$ cat src/rtl/paddle_position_ctrl.sv
// Vertical position controller for one paddle: per-frame moves with clamping to the playfield.
// Optional speed ramp while a direction is held is enabled by defining PADDLE_ACCEL_EN.
module paddle_position_ctrl #(
    parameter int TOP_BOUND    = 165,
    parameter int BOT_BOUND    = 434,
    parameter int PADDLE_H     = 60,
    parameter int RESET_TOP    = 270,
    parameter int STEP         = 4,
    parameter int MAX_SPEED    = 8,
    parameter int ACCEL_FRAMES = 4
) (
    input  logic        clk,
    input  logic        rst,
    input  logic        frame_tick,
    input  logic        move_up,
    input  logic        move_down,
    output logic [10:0] P_upper_limit,
    output logic [10:0] P_down_limit,
    output logic        at_top,
    output logic        at_bottom,
    output logic        moving,
    output logic [3:0]  speed,
    output logic [1:0]  fsm_state
);

    localparam logic [1:0] ST_IDLE = 2'd0;
    localparam logic [1:0] ST_UP   = 2'd1;
    localparam logic [1:0] ST_DOWN = 2'd2;

    localparam logic [11:0] TOP12       = 12'(TOP_BOUND);
    localparam logic [11:0] UPPER_MAX12 = 12'(BOT_BOUND - PADDLE_H);
    localparam logic [10:0] TOP11       = 11'(TOP_BOUND);
    localparam logic [10:0] BOT11       = 11'(BOT_BOUND);
    localparam logic [10:0] PH11        = 11'(PADDLE_H);
    localparam logic [10:0] RESET_TOP11 = 11'(RESET_TOP);
    localparam logic [10:0] RESET_DN11  = 11'(RESET_TOP + PADDLE_H);
    // The speed never exceeds the ceiling, even if STEP is configured above it.
    localparam logic [3:0]  MAX4        = 4'(MAX_SPEED);
    localparam logic [3:0]  BASE_SPEED  = (STEP > MAX_SPEED) ? MAX4 : 4'(STEP);

    logic [1:0]  state_q, state_d;
    logic [10:0] upper_q, upper_d;
    logic [10:0] down_q, down_d;
    logic        at_top_q, at_top_d;
    logic        at_bottom_q, at_bottom_d;
    logic [3:0]  speed_q, speed_d;

    logic [1:0]  dir_next;
    logic [3:0]  speed_eff;
    logic [11:0] upper_ext;
    logic [11:0] spd_ext;
    logic [11:0] diff_ext;
    logic [11:0] sum_ext;

`ifdef PADDLE_ACCEL_EN
    localparam logic [7:0] ACC8 = 8'(ACCEL_FRAMES);

    logic [7:0] accel_cnt_q, accel_cnt_d;
    logic [3:0] run_speed_q, run_speed_d;
    logic [7:0] cnt_inc;
    logic       same_dir;
`else
    logic cfg_unused;
    assign cfg_unused = ^{32'(ACCEL_FRAMES), 32'(MAX_SPEED)};
`endif

    // Direction requested this frame; conflicting requests mean no motion.
    always_comb begin
        dir_next = ST_IDLE;
        if (move_up && !move_down) begin
            dir_next = ST_UP;
        end else if (move_down && !move_up) begin
            dir_next = ST_DOWN;
        end
    end

`ifdef PADDLE_ACCEL_EN
    always_comb begin
        same_dir  = (dir_next == state_q) && (dir_next != ST_IDLE);
        speed_eff = same_dir ? run_speed_q : BASE_SPEED;
    end
`else
    assign speed_eff = BASE_SPEED;
`endif

    always_comb begin
        state_d     = state_q;
        upper_d     = upper_q;
        speed_d     = speed_q;
        upper_ext   = {1'b0, upper_q};
        spd_ext     = {8'd0, speed_eff};
        diff_ext    = upper_ext - spd_ext;
        sum_ext     = upper_ext + spd_ext;

        if (frame_tick) begin
            state_d = dir_next;
            speed_d = speed_eff;
            case (dir_next)
                ST_UP: begin
                    // Compare before subtracting so the result never wraps below the bound.
                    if (upper_ext < TOP12 + spd_ext) begin
                        upper_d = TOP11;
                    end else begin
                        upper_d = diff_ext[10:0];
                    end
                end
                ST_DOWN: begin
                    if (sum_ext > UPPER_MAX12) begin
                        upper_d = UPPER_MAX12[10:0];
                    end else begin
                        upper_d = sum_ext[10:0];
                    end
                end
                default: upper_d = upper_q;
            endcase
        end

        down_d      = upper_d + PH11;
        at_top_d    = (upper_d == TOP11);
        at_bottom_d = (down_d == BOT11);
    end

`ifdef PADDLE_ACCEL_EN
    // The entry tick counts as the first frame of a run; a bumped speed applies from the next tick.
    always_comb begin
        accel_cnt_d = accel_cnt_q;
        run_speed_d = run_speed_q;
        cnt_inc     = same_dir ? (accel_cnt_q + 8'd1) : 8'd1;
        if (frame_tick) begin
            if (dir_next == ST_IDLE) begin
                accel_cnt_d = 8'd0;
                run_speed_d = BASE_SPEED;
            end else if (cnt_inc >= ACC8) begin
                accel_cnt_d = 8'd0;
                run_speed_d = (speed_eff >= MAX4) ? MAX4 : (speed_eff + 4'd1);
            end else begin
                accel_cnt_d = cnt_inc;
                run_speed_d = speed_eff;
            end
        end
    end

    always_ff @(posedge clk) begin
        if (!rst) begin
            accel_cnt_q <= 8'd0;
            run_speed_q <= BASE_SPEED;
        end else begin
            accel_cnt_q <= accel_cnt_d;
            run_speed_q <= run_speed_d;
        end
    end
`endif

    always_ff @(posedge clk) begin
        if (!rst) begin
            state_q     <= ST_IDLE;
            upper_q     <= RESET_TOP11;
            down_q      <= RESET_DN11;
            at_top_q    <= (RESET_TOP11 == TOP11);
            at_bottom_q <= (RESET_DN11 == BOT11);
            speed_q     <= BASE_SPEED;
        end else begin
            state_q     <= state_d;
            upper_q     <= upper_d;
            down_q      <= down_d;
            at_top_q    <= at_top_d;
            at_bottom_q <= at_bottom_d;
            speed_q     <= speed_d;
        end
    end

    assign P_upper_limit = upper_q;
    assign P_down_limit  = down_q;
    assign at_top        = at_top_q;
    assign at_bottom     = at_bottom_q;
    assign moving        = (state_q == ST_UP) || (state_q == ST_DOWN);
    assign speed         = speed_q;
    assign fsm_state     = state_q;

endmodule
$ cat config.mk
export PLATFORM = sky130hd
export DESIGN_NAME = paddle_position_ctrl
export DESIGN_NICKNAME = d
export VERILOG_FILES = /design/src/rtl/paddle_position_ctrl.sv
export SDC_FILE = /design/constraint.sdc
export NUM_CORES = 1
export LEC_CHECK = 0
export BUFFER_PORTS_ARGS = -buffer_cell sky130_fd_sc_hd__buf_2
export CORE_MARGIN = 2
export CORE_UTILIZATION = 56
export CTS_CLUSTER_SIZE = 14
export DETAILED_ROUTE_END_ITERATION = 12
export PLACE_DENSITY_LB_ADDON = 0.1
export SETUP_SLACK_MARGIN = 0.15
export SKIP_CTS_REPAIR_TIMING = 1
export SLEW_MARGIN = 20
export SYNTH_ARGS = -nofsm -noshare
export SYNTH_HDL_FRONTEND = slang
export SYNTH_SLANG_ARGS = --single-unit
$ cat constraint.sdc
create_clock -name clk -period 3.35 [get_ports clk]
set_clock_uncertainty 0.15 [all_clocks]
set_input_delay 0.67 -clock clk [delete_from_list [all_inputs] [get_ports clk]]
set_output_delay 0.67 -clock clk [all_outputs]
set_load 0.01 [all_outputs]
==> impl_metrics.prom, run 1 <==
# TYPE chip_impl_metric gauge
chip_impl_info{name="run_status",value="complete, no violations"} 1
chip_impl_metric{name="tightest_slew",unit="ns"} 0.510
chip_impl_metric{name="flow.area_growth_from_synthesis",unit="%"} 14.5
chip_impl_metric{name="static_leakage",unit="nW"} 0.935
chip_impl_metric{name="register_bit_count_reported_by_yosys",unit=""} 24
chip_impl_metric{name="antenna_found_initial",unit=""} 0
chip_impl_metric{name="tritoncts.num_buffers",unit=""} 3
chip_impl_metric{name="buffer_ports.inserted",unit=""} 31
chip_impl_metric{name="max_freq",unit="MHz"} 328
chip_impl_info{name="hold_path_class",value="reg2reg"} 1
chip_impl_metric{name="cts.path.max_buffers",unit=""} 2
chip_impl_metric{name="power_density",unit="mW/mm²"} 319
chip_impl_metric{name="starting_utilization_of_the_core_area",unit="%"} 58.0
chip_impl_info{name="timing.critical_path.to_type",value="register"} 1
chip_impl_metric{name="globalplace.congestion",unit=""} 0.985
chip_impl_metric{name="timing_hold_violations_final",unit=""} 0
chip_impl_metric{name="fp.dieW",unit="µm"} 62.5
chip_impl_metric{name="final_layout_fill_cell_count",unit=""} 310
chip_impl_metric{name="worst_skew_pair.late_latency",unit="ns"} 0.31
chip_impl_metric{name="cell_internal_pwr",unit="mW"} 0.452
chip_impl_info{name="layout_commonest_cell",value="buf_2"} 1
chip_impl_metric{name="detailedRoute.firstIterationViolations",unit=""} 154
chip_impl_metric{name="count_of_boundary_i_o_pins",unit=""} 36
chip_impl_metric{name="grt_pass1_vias",unit=""} 1614
chip_impl_metric{name="synth_cells",unit=""} 228
chip_impl_metric{name="drt_drc_violations_left",unit=""} 0
chip_impl_metric{name="synth_enable_flop_cells",unit=""} 0
chip_impl_metric{name="drtAntennaViolNets",unit=""} 0
chip_impl_metric{name="avgSynthCellArea",unit="µm²"} 8.42
chip_impl_metric{name="swShare",unit="%"} 35.5
chip_impl_metric{name="seq_area_frac_synth",unit="%"} 25.0
chip_impl_info{name="tritoncts",value="yes"} 1
chip_impl_metric{name="clkSinkCount",unit=""} 24
chip_impl_metric{name="post_synth_instance_area",unit="mm²"} 0.00192
chip_impl_metric{name="firstDrtPassIters",unit=""} 4
chip_impl_metric{name="h-tree-depth",unit=""} 1
chip_impl_metric{name="report.final.slew_viol_count",unit=""} 0
chip_impl_metric{name="die_y",unit="µm"} 62.5
chip_impl_metric{name="worst_ep_required_time",unit="ns"} 3.43
chip_impl_metric{name="finalSetupTns",unit="ns"} 0
chip_impl_info{name="regToRegStartpoint",value="P_upper_limit[2]"} 1
chip_impl_metric{name="core-area",unit="mm²"} 0.00331
chip_impl_metric{name="dpl-instance-area",unit="mm²"} 0.00207
chip_impl_metric{name="layout.cell_area.non_filler",unit="mm²"} 0.00220
chip_impl_metric{name="nets",unit=""} 276
chip_impl_metric{name="asyncSetResetFlopFracSynth",unit="%"} 0
chip_impl_metric{name="grt_start_max_net_pins",unit=""} 16
chip_impl_metric{name="route.detailed.wl_per_inst",unit="µm"} 15.8
chip_impl_metric{name="wirelength",unit="µm"} 4850
chip_impl_info{name="timing.critical_path.from",value="P_upper_limit[2]"} 1
chip_impl_metric{name="maxCapViolCount",unit=""} 0
chip_impl_metric{name="ir_drop",unit="mV"} 0.239
chip_impl_metric{name="num_rows",unit=""} 21
chip_impl_metric{name="fin_crit_sh",unit="%"} 91.1
chip_impl_info{name="cts-root-buf",value="clkbuf_4"} 1
chip_impl_metric{name="slew_headroom",unit="%"} 65.7
chip_impl_metric{name="insertedDiodeCount",unit=""} 0
chip_impl_metric{name="comb_power_share",unit="%"} 36.2
chip_impl_metric{name="grt_overflow_total",unit=""} 0
chip_impl_metric{name="post-layout-total-power",unit="mW"} 0.701
chip_impl_metric{name="report.final.setup_viol",unit=""} 0
chip_impl_metric{name="dieArea",unit="mm²"} 0.00391
chip_impl_metric{name="yosysUniqueCellTypes",unit=""} 64
chip_impl_metric{name="viasPerCell",unit=""} 5.81
chip_impl_metric{name="detailed_place_hpwl",unit="µm"} 3640
chip_impl_metric{name="share_seq_of_total_power",unit="%"} 46.1
chip_impl_info{name="setup_repair_after_global_routing_missed_its_margin",value="no"} 1
chip_impl_info{name="path_class",value="reg2reg"} 1
chip_impl_metric{name="grt_use_total",unit="%"} 25.0
chip_impl_metric{name="net-switching-power",unit="mW"} 0.249
chip_impl_metric{name="critical_path_arrival",unit="ns"} 3.13
chip_impl_metric{name="critPathMaxFanout",unit=""} 7
chip_impl_metric{name="grt_first_pass_wirelength",unit="µm"} 7940
chip_impl_metric{name="vias",unit=""} 1785
chip_impl_info{name="worst_hold_startpoint",value="fsm_state[1]"} 1
chip_impl_metric{name="final_period_minus_worst_setup_slack",unit="ns"} 3.05
chip_impl_info{name="critPathLaunchType",value="register"} 1
chip_impl_info{name="final_cell_mix",value="31 x buf_2, 20 x dfxtp_1, 19 x buf_4, 18 x nand2_1, 17 x nor2_1"} 1
chip_impl_metric{name="worst_path_clk_slew",unit="ns"} 0.12
chip_impl_metric{name="share_of_post_route_cells_with_drive_strength_above_1",unit="%"} 33.7
chip_impl_info{name="synth_top_flop_cell",value="dfxtp_1"} 1
chip_impl_metric{name="yosys_warnings",unit=""} 0
chip_impl_metric{name="clock_power_share",unit="%"} 17.8
-- power groups by stage --
stage	Clock, mW	Combinational [mW]	Sequential (mW)
after CTS	0.129	0.241	0.320
after global placement	0	0.238	0.326
after global routing	0.145	0.277	0.326
after floorplan	0	0.177	0.329
after detailed placement	0	0.240	0.326
final	0.125	0.254	0.323
-- critical path: stages, from the launching register on --
cell	delay [ns]
dfxtp_4	0.39
ha_4	0.18
and3_4	0.19
or4_4	0.54
nand2_4	0.12
o2111a_1	0.21
o22ai_2	0.08
ha_2	0.20
inv_2	0.06
a211oi_4	0.05
nor4b_4	0.31
mux2i_1	0.26
nor4bb_2	0.23
-- cell families after synthesis --
logic type | after synthesis | share of synthesized area (%)
multiplexers | 6 | 3.26
adder cells (fa/ha/maj) | 8 | 5.22
AO/OA/AOI/OAI | 54 | 22.8
AND/OR/NAND/NOR | 89 | 26.7
XOR/XNOR | 11 | 5.02
buffers and inverters | 34 | 11.7
flip-flops | 24 | 25.0
other | 2 | 0.391
-- routing by layer --
layer  share of wire [%]  routed length (µm)  GRT usage, %
met2                  49                2400          40.6
met5                   0                   0             0
met1                  45                2160          34.9
met3                 5.0                 241          3.06
met4                0.89                  43          6.67
-- flip-flops by register name (all words and copies together) (netlist names) --
register       flops
at_bottom          1
P_upper_limit     11
fsm_state          2
P_down_limit       9
at_top             1
-- final timing paths --
path,end,slack (ns),cells past startpoint
max,at_bottom,0.30,12
min,fsm_state[1],0.40,2
max reg2reg,at_bottom,0.30,12
min reg2reg,fsm_state[1],0.40,2
-- final cells by class --
cell class | count | area, µm² | area share [%]
multi-input cells | 172 | 1290 | 58.5
flip-flops and latches | 24 | 488 | 22.2
repair buffers | 50 | 298 | 13.6
well taps | 46 | 57.6 | 2.62
inverters | 12 | 45.0 | 2.05
clock buffers | 3 | 22.5 | 1.03
-- Yosys cell counts (all sizes together), types with 2 or more instances --
master | count | area, µm²
a211oi | 2 | 27.5
a21o | 2 | 16.3
a21oi | 10 | 53.8
a31oi | 4 | 25.0
a41oi | 3 | 26.3
and2 | 5 | 31.3
and3 | 4 | 26.3
and4 | 3 | 27.5
buf | 15 | 129
clkbuf | 7 | 50.1
conb | 2 | 7.51
dfxtp | 24 | 480
ha | 8 | 100
inv | 12 | 45.0
mux2 | 2 | 22.5
mux2i | 4 | 40.0
nand2 | 20 | 77.6
nand2b | 2 | 12.5
nand3 | 8 | 45.0
nand4 | 5 | 31.3
nor2 | 17 | 63.8
nor2b | 3 | 18.8
nor3 | 10 | 61.3
nor3b | 2 | 15.0
nor4 | 2 | 12.5
o2111ai | 2 | 17.5
o211a | 2 | 20.0
o211ai | 4 | 35.0
o21a | 3 | 22.5
o21ai | 9 | 45.0
o22ai | 2 | 18.8
or2 | 2 | 12.5
or4 | 2 | 22.5
xnor2 | 4 | 35.0
xor2 | 7 | 61.3
-- per-stage QoR --
step           setup slack (ns)  hold slack, ns  instances  utilization (%)
2_1_floorplan             0.231           0.404        230                -
3_3_place_gp              0.134           0.372        299             62.4
3_5_place_dp             0.0495           0.383        299             62.4
4_1_cts                  0.0571           0.404        302             63.1
5_1_grt                   0.164           0.446        307             66.4
6_report                  0.297           0.402        307             66.4
Note: power is estimated with default switching activity, not from simulation.
==> inputs of run 2 (changes only) <==
--- a/config.mk
+++ b/config.mk
@@ -8,6 +8,7 @@
 export BUFFER_PORTS_ARGS = -buffer_cell sky130_fd_sc_hd__buf_2
 export CORE_MARGIN = 2
 export CORE_UTILIZATION = 56
+export CTS_BUF_LIST = sky130_fd_sc_hd__clkbuf_8
 export CTS_CLUSTER_SIZE = 14
 export DETAILED_ROUTE_END_ITERATION = 12
 export PLACE_DENSITY_LB_ADDON = 0.1
==> impl_metrics.prom, run 2 (synthesis results as in run 1) <==
# TYPE chip_impl_metric gauge
chip_impl_info{name="layout_commonest_cell",value="buf_2"} 1
chip_impl_metric{name="tritoncts.num_buffers",unit=""} 3
chip_impl_metric{name="die_y",unit="µm"} 62.5
chip_impl_info{name="critPathLaunchType",value="register"} 1
chip_impl_metric{name="worst_ep_required_time",unit="ns"} 3.38
chip_impl_metric{name="antenna_found_initial",unit=""} 0
chip_impl_metric{name="net-switching-power",unit="mW"} 0.252
chip_impl_metric{name="h-tree-depth",unit=""} 1
chip_impl_metric{name="critical_path_arrival",unit="ns"} 3.08
chip_impl_metric{name="slew_headroom",unit="%"} 64.7
chip_impl_metric{name="layout_setup_ws",unit="ns"} 0.299
chip_impl_metric{name="grt_pass1_vias",unit=""} 1610
chip_impl_info{name="final_cell_mix",value="31 x buf_2, 21 x dfxtp_1, 19 x buf_4, 18 x nand2_1, 17 x nor2_1"} 1
chip_impl_info{name="path_delay_family",value="simple AND/OR/NAND/NOR gates"} 1
chip_impl_metric{name="final_period_minus_worst_setup_slack",unit="ns"} 3.05
chip_impl_metric{name="swShare",unit="%"} 34.0
chip_impl_metric{name="worst_r2r_path_depth",unit=""} 12
chip_impl_metric{name="firstDrtPassIters",unit=""} 4
chip_impl_metric{name="fp.dieW",unit="µm"} 62.5
chip_impl_info{name="path_class",value="reg2reg"} 1
chip_impl_info{name="timing.critical_path.to_type",value="register"} 1
chip_impl_metric{name="clkSinkCount",unit=""} 24
chip_impl_metric{name="slowest_delay",unit="ns"} 0.55
chip_impl_metric{name="grt_overflow_total",unit=""} 0
chip_impl_metric{name="grt_start_max_net_pins",unit=""} 16
chip_impl_metric{name="hold-path-cell-count",unit=""} 2
chip_impl_metric{name="grt_use_total",unit="%"} 24.5
chip_impl_info{name="hold_path_class",value="reg2reg"} 1
chip_impl_metric{name="static_leakage",unit="nW"} 0.948
chip_impl_info{name="timing.critical_path.slowest_stage_cell",value="or4_4"} 1
chip_impl_metric{name="vias",unit=""} 1783
chip_impl_metric{name="finalSetupTns",unit="ns"} 0
chip_impl_metric{name="clock_power_share",unit="%"} 22.3
chip_impl_metric{name="nets",unit=""} 276
chip_impl_metric{name="insertedDiodeCount",unit=""} 0
chip_impl_metric{name="cp.depth",unit=""} 12
chip_impl_metric{name="wirelength",unit="µm"} 4860
chip_impl_metric{name="route.detailed.wl_per_inst",unit="µm"} 15.8
chip_impl_metric{name="max_freq",unit="MHz"} 328
chip_impl_metric{name="globalplace.congestion",unit=""} 0.985
chip_impl_info{name="tritoncts",value="yes"} 1
chip_impl_metric{name="cell_internal_pwr",unit="mW"} 0.490
chip_impl_metric{name="buffer_ports.inserted",unit=""} 31
chip_impl_metric{name="ff_latch_area",unit="µm²"} 487
chip_impl_metric{name="comb_power_share",unit="%"} 34.3
chip_impl_metric{name="num_rows",unit=""} 21
chip_impl_metric{name="grt_first_pass_wirelength",unit="µm"} 7890
chip_impl_metric{name="fin_crit_sh",unit="%"} 91.1
chip_impl_metric{name="critPathMaxFanout",unit=""} 7
chip_impl_metric{name="dieArea",unit="mm²"} 0.00391
chip_impl_metric{name="final_layout_fill_cell_count",unit=""} 308
chip_impl_metric{name="cts.path.max_buffers",unit=""} 2
chip_impl_info{name="cts-root-buf",value="clkbuf_8"} 1
chip_impl_metric{name="report.final.setup_viol",unit=""} 0
chip_impl_metric{name="timing_hold_violations_final",unit=""} 0
chip_impl_metric{name="ir_drop",unit="mV"} 0.236
chip_impl_metric{name="maxCapViolCount",unit=""} 0
chip_impl_metric{name="flow.area_growth_from_synthesis",unit="%"} 15.4
chip_impl_metric{name="share_seq_of_total_power",unit="%"} 43.5
chip_impl_info{name="setup_repair_after_global_routing_missed_its_margin",value="no"} 1
chip_impl_metric{name="multiInputGateArea",unit="mm²"} 0.00129
chip_impl_metric{name="hold-worst-slack",unit="ns"} 0.393
chip_impl_info{name="run_status",value="complete, no violations"} 1
chip_impl_metric{name="worst_path_clk_slew",unit="ns"} 0.08
chip_impl_metric{name="viasPerCell",unit=""} 5.81
chip_impl_metric{name="core-area",unit="mm²"} 0.00331
chip_impl_metric{name="report.final.slew_viol_count",unit=""} 0
chip_impl_metric{name="tightest_slew",unit="ns"} 0.529
chip_impl_metric{name="share_of_post_route_cells_with_drive_strength_above_1",unit="%"} 33.0
chip_impl_metric{name="postLayoutCoreUtil",unit="%"} 66.9
chip_impl_metric{name="worst_skew_pair.late_latency",unit="ns"} 0.26
chip_impl_metric{name="starting_utilization_of_the_core_area",unit="%"} 58.0
chip_impl_metric{name="detailedRoute.firstIterationViolations",unit=""} 157
chip_impl_metric{name="number_of_flip_flops_in_the_largest_register",unit=""} 11
chip_impl_metric{name="detailed_place_hpwl",unit="µm"} 3640
chip_impl_metric{name="count_of_boundary_i_o_pins",unit=""} 36
chip_impl_metric{name="dpl_worst_slack",unit="ns"} 0.0495
chip_impl_metric{name="critical_path.n_buffers_inverters",unit=""} 1
chip_impl_metric{name="drt_drc_violations_left",unit=""} 0
chip_impl_info{name="critical_path.cell_chain",value="ha_4 > and3_1 > or4_4 > nand2_4 > o2111a_1 > o22ai_2 > ha_2 > inv_1 > a211oi_4 > nor4b_4 > mux2i_1 > nor4bb_2"} 1
chip_impl_metric{name="power_density",unit="mW/mm²"} 335
chip_impl_metric{name="drtAntennaViolNets",unit=""} 0
-- run 2: worst paths after layout --
check / startpoint / to / slack [ns]
hold reg to reg: fsm_state[1] / fsm_state[1] / 0.39
setup reg to reg: P_upper_limit[2] / at_bottom / 0.30
hold / removal: fsm_state[1] / fsm_state[1] / 0.39
setup / recovery: P_upper_limit[2] / at_bottom / 0.30
-- run 2: tightest hold or removal path: stages, from the launching register on --
cell	delay, ns
dfxtp_1	0.33
mux2i_1	0.12
nor2_1	0.05
-- run 2: layer usage --
metal / global-route usage (%) / part of all wire, % / up-vias
met3: 2.52 / 5.2 / 4
li1: - / - / 880
met1: 34.6 / 45 / 844
met5: 0 / 0 / -
met2: 40.7 / 49 / 55
met4: 5.00 / 0.43 / 0
-- run 2: cell type report --
type / instances / share of cell area, %
multi-input combinational: 172 / 58.1
sequential: 24 / 22.0
timing repair buffer: 50 / 13.4
tap: 46 / 2.60
inverter: 12 / 2.03
clock buffer: 3 / 1.86
-- run 2: power by group through the flow --
stage                     sequential (mW)  combinational (mW)  clock [mW]
after floorplan                     0.329               0.177           0
after global placement              0.326               0.238           0
after detailed placement            0.326               0.240           0
after CTS                           0.320               0.241       0.171
after global routing                0.325               0.276       0.185
final                               0.323               0.254       0.165
-- run 2: metrics by stage --
step / cells / area (µm²) / power [mW]
2_1_floorplan: 230 / 1930 / 0.506
3_3_place_gp: 299 / 2070 / 0.564
3_5_place_dp: 299 / 2070 / 0.566
4_1_cts: 302 / 2110 / 0.731
5_1_grt: 307 / 2210 / 0.787
6_report: 307 / 2210 / 0.742
==> inputs of run 3 (changes only) <==
--- a/config.mk
+++ b/config.mk
@@ -6,9 +6,10 @@
 export NUM_CORES = 1
 export LEC_CHECK = 0
 export BUFFER_PORTS_ARGS = -buffer_cell sky130_fd_sc_hd__buf_2
-export CORE_MARGIN = 2
+export CORE_MARGIN = 4
 export CORE_UTILIZATION = 56
-export CTS_BUF_LIST = sky130_fd_sc_hd__clkbuf_8
+export CTS_BUF_LIST = sky130_fd_sc_hd__clkbuf_4 sky130_fd_sc_hd__clkbuf_8
+export CTS_CLUSTER_DIAMETER = 100
 export CTS_CLUSTER_SIZE = 14
 export DETAILED_ROUTE_END_ITERATION = 12
 export PLACE_DENSITY_LB_ADDON = 0.1
==> impl_metrics.prom, run 3 (synthesis results as in run 1) <==
# TYPE chip_impl_metric gauge
chip_impl_metric{name="power_density",unit="mW/mm²"} 337
chip_impl_metric{name="nets",unit=""} 270
chip_impl_metric{name="route.detailed.wl_per_inst",unit="µm"} 16.4
chip_impl_metric{name="detailedRoute.firstIterationViolations",unit=""} 227
chip_impl_metric{name="cts.path.max_buffers",unit=""} 2
chip_impl_metric{name="wirelength",unit="µm"} 4920
chip_impl_metric{name="finalSetupTns",unit="ns"} 0
chip_impl_metric{name="fin_crit_sh",unit="%"} 90.7
chip_impl_metric{name="final_period_minus_worst_setup_slack",unit="ns"} 3.04
chip_impl_metric{name="critPathMaxFanout",unit=""} 5
chip_impl_info{name="hold_path_class",value="reg2reg"} 1
chip_impl_metric{name="slew_headroom",unit="%"} 64.5
chip_impl_metric{name="core-area",unit="mm²"} 0.00315
chip_impl_metric{name="insertedDiodeCount",unit=""} 0
chip_impl_metric{name="firstDrtPassIters",unit=""} 4
chip_impl_metric{name="finalNonFillerCells",unit=""} 300
chip_impl_metric{name="grt_start_max_net_pins",unit=""} 16
chip_impl_metric{name="detailed_place_hpwl",unit="µm"} 3750
chip_impl_info{name="timing.critical_path.to_type",value="register"} 1
chip_impl_metric{name="num_rows",unit=""} 20
chip_impl_metric{name="buffer_ports.inserted",unit=""} 31
chip_impl_info{name="cts-root-buf",value="clkbuf_4"} 1
chip_impl_metric{name="report.final.setup_viol",unit=""} 0
chip_impl_metric{name="grt_first_pass_wirelength",unit="µm"} 8020
chip_impl_metric{name="starting_utilization_of_the_core_area",unit="%"} 60.9
chip_impl_metric{name="drtAntennaViolNets",unit=""} 0
chip_impl_metric{name="worst_ep_required_time",unit="ns"} 3.44
chip_impl_metric{name="postLayoutCoreUtil",unit="%"} 67.7
chip_impl_metric{name="dp.cells",unit=""} 296
chip_impl_metric{name="critical_path_arrival",unit="ns"} 3.13
chip_impl_metric{name="layout.cell_area.non_filler",unit="mm²"} 0.00213
chip_impl_info{name="critPathLaunchType",value="register"} 1
chip_impl_info{name="path_class",value="reg2reg"} 1
chip_impl_metric{name="h-tree-depth",unit=""} 1
chip_impl_metric{name="dieArea",unit="mm²"} 0.00443
chip_impl_info{name="run_status",value="complete, no violations"} 1
chip_impl_metric{name="share_of_post_route_cells_with_drive_strength_above_1",unit="%"} 30.9
chip_impl_metric{name="clkSinkCount",unit=""} 24
chip_impl_metric{name="fp.dieW",unit="µm"} 66.5
chip_impl_metric{name="tritoncts.num_buffers",unit=""} 3
chip_impl_metric{name="worst_skew_pair.late_latency",unit="ns"} 0.32
chip_impl_metric{name="maxCapViolCount",unit=""} 0
chip_impl_metric{name="max_freq",unit="MHz"} 329
chip_impl_info{name="layout_commonest_cell",value="buf_2"} 1
chip_impl_metric{name="flow.area_growth_from_synthesis",unit="%"} 11.2
chip_impl_metric{name="grt_overflow_total",unit=""} 0
chip_impl_metric{name="globalplace.congestion",unit=""} 0.961
chip_impl_metric{name="grt_pass1_vias",unit=""} 1621
chip_impl_metric{name="vias",unit=""} 1799
chip_impl_metric{name="ir_drop",unit="mV"} 0.268
chip_impl_metric{name="count_of_boundary_i_o_pins",unit=""} 36
chip_impl_metric{name="tightest_slew",unit="ns"} 0.528
chip_impl_info{name="final_cell_mix",value="31 x buf_2, 19 x dfxtp_1, 19 x nand2_1, 17 x nor2_1, 13 x buf_4"} 1
chip_impl_metric{name="worst_path_clk_slew",unit="ns"} 0.13
chip_impl_metric{name="static_leakage",unit="nW"} 0.908
chip_impl_info{name="setup_repair_after_global_routing_missed_its_margin",value="no"} 1
chip_impl_metric{name="viasPerCell",unit=""} 6.00
chip_impl_metric{name="dpl-instance-area",unit="mm²"} 0.00206
chip_impl_metric{name="timing_hold_violations_final",unit=""} 0
chip_impl_metric{name="drt_drc_violations_left",unit=""} 0
chip_impl_metric{name="report.final.slew_viol_count",unit=""} 0
chip_impl_metric{name="number_of_flip_flops_in_the_largest_register",unit=""} 11
chip_impl_metric{name="die_y",unit="µm"} 66.5
chip_impl_metric{name="antenna_found_initial",unit=""} 0
chip_impl_info{name="tritoncts",value="yes"} 1
chip_impl_metric{name="grt_use_total",unit="%"} 23.8
==> run 3: cell count changes in the layout (fill, tap and decap cells not counted), moves of 2 or more <==
| cell | before | now |
|---|---|---|
| buf_4 | 19 | 13 |
| clkbuf_4 | 0 | 3 |
| dfxtp_2 | 2 | 5 |
| clkbuf_8 | 3 | 1 |
| dfxtp_1 | 21 | 19 |
==> run 3: worst paths after layout <==
kind / start / end / slack, ns / cells past startpoint
min reg2reg: fsm_state[1] / fsm_state[1] / 0.40 / 2
max reg2reg: P_upper_limit[2] / at_bottom / 0.31 / 12
min: fsm_state[1] / fsm_state[1] / 0.40 / 2
max: P_upper_limit[2] / at_bottom / 0.31 / 12
==> run 3: layout make-up <==
type / instances / area [µm²]
repair buffers: 44 / 253
inverters: 12 / 45.0
clock buffers: 4 / 36.3
well taps: 44 / 55.1
fillers: 284 / 1020
multi-input cells: 172 / 1260
flip-flops and latches: 24 / 487
==> run 3: through the flow <==
stage	power, mW	hold slack [ns]	setup slack, ns
after floorplan	0.506	0.404	0.231
after global placement	0.562	0.376	0.165
after detailed placement	0.564	0.384	0.106
after CTS	0.719	0.408	0.177
after global routing	0.761	0.467	0.117
final	0.719	0.402	0.310
==> run 3: metal layers <==
layer / wire length (µm) / up-vias / global-route usage, %
met2: 2260 / 81 / 37.6
met1: 2190 / 836 / 32.9
met3: 372 / 11 / 4.22
met4: 91 / 0 / 6.60
li1: - / 871 / -
met5: 0 / - / 0
==> run 3: worst max-delay path, stage by stage, from the launching register on <==
cell	delay (ns)
dfxtp_2	0.36
ha_2	0.22
and3_4	0.20
or4_4	0.54
nand2_4	0.12
o2111a_1	0.21
o22ai_2	0.07
ha_1	0.22
inv_1	0.10
a211oi_4	0.06
nor4b_4	0.24
mux2i_1	0.24
nor4bb_2	0.21
==> run 3: report_power, final <==
part / internal (mW) / switching (mW) / total (mW)
clock: 0.0666 / 0.0867 / 0.153
combinational: 0.0980 / 0.144 / 0.242
sequential: 0.304 / 0.0198 / 0.324
total: 0.469 / 0.250 / 0.719
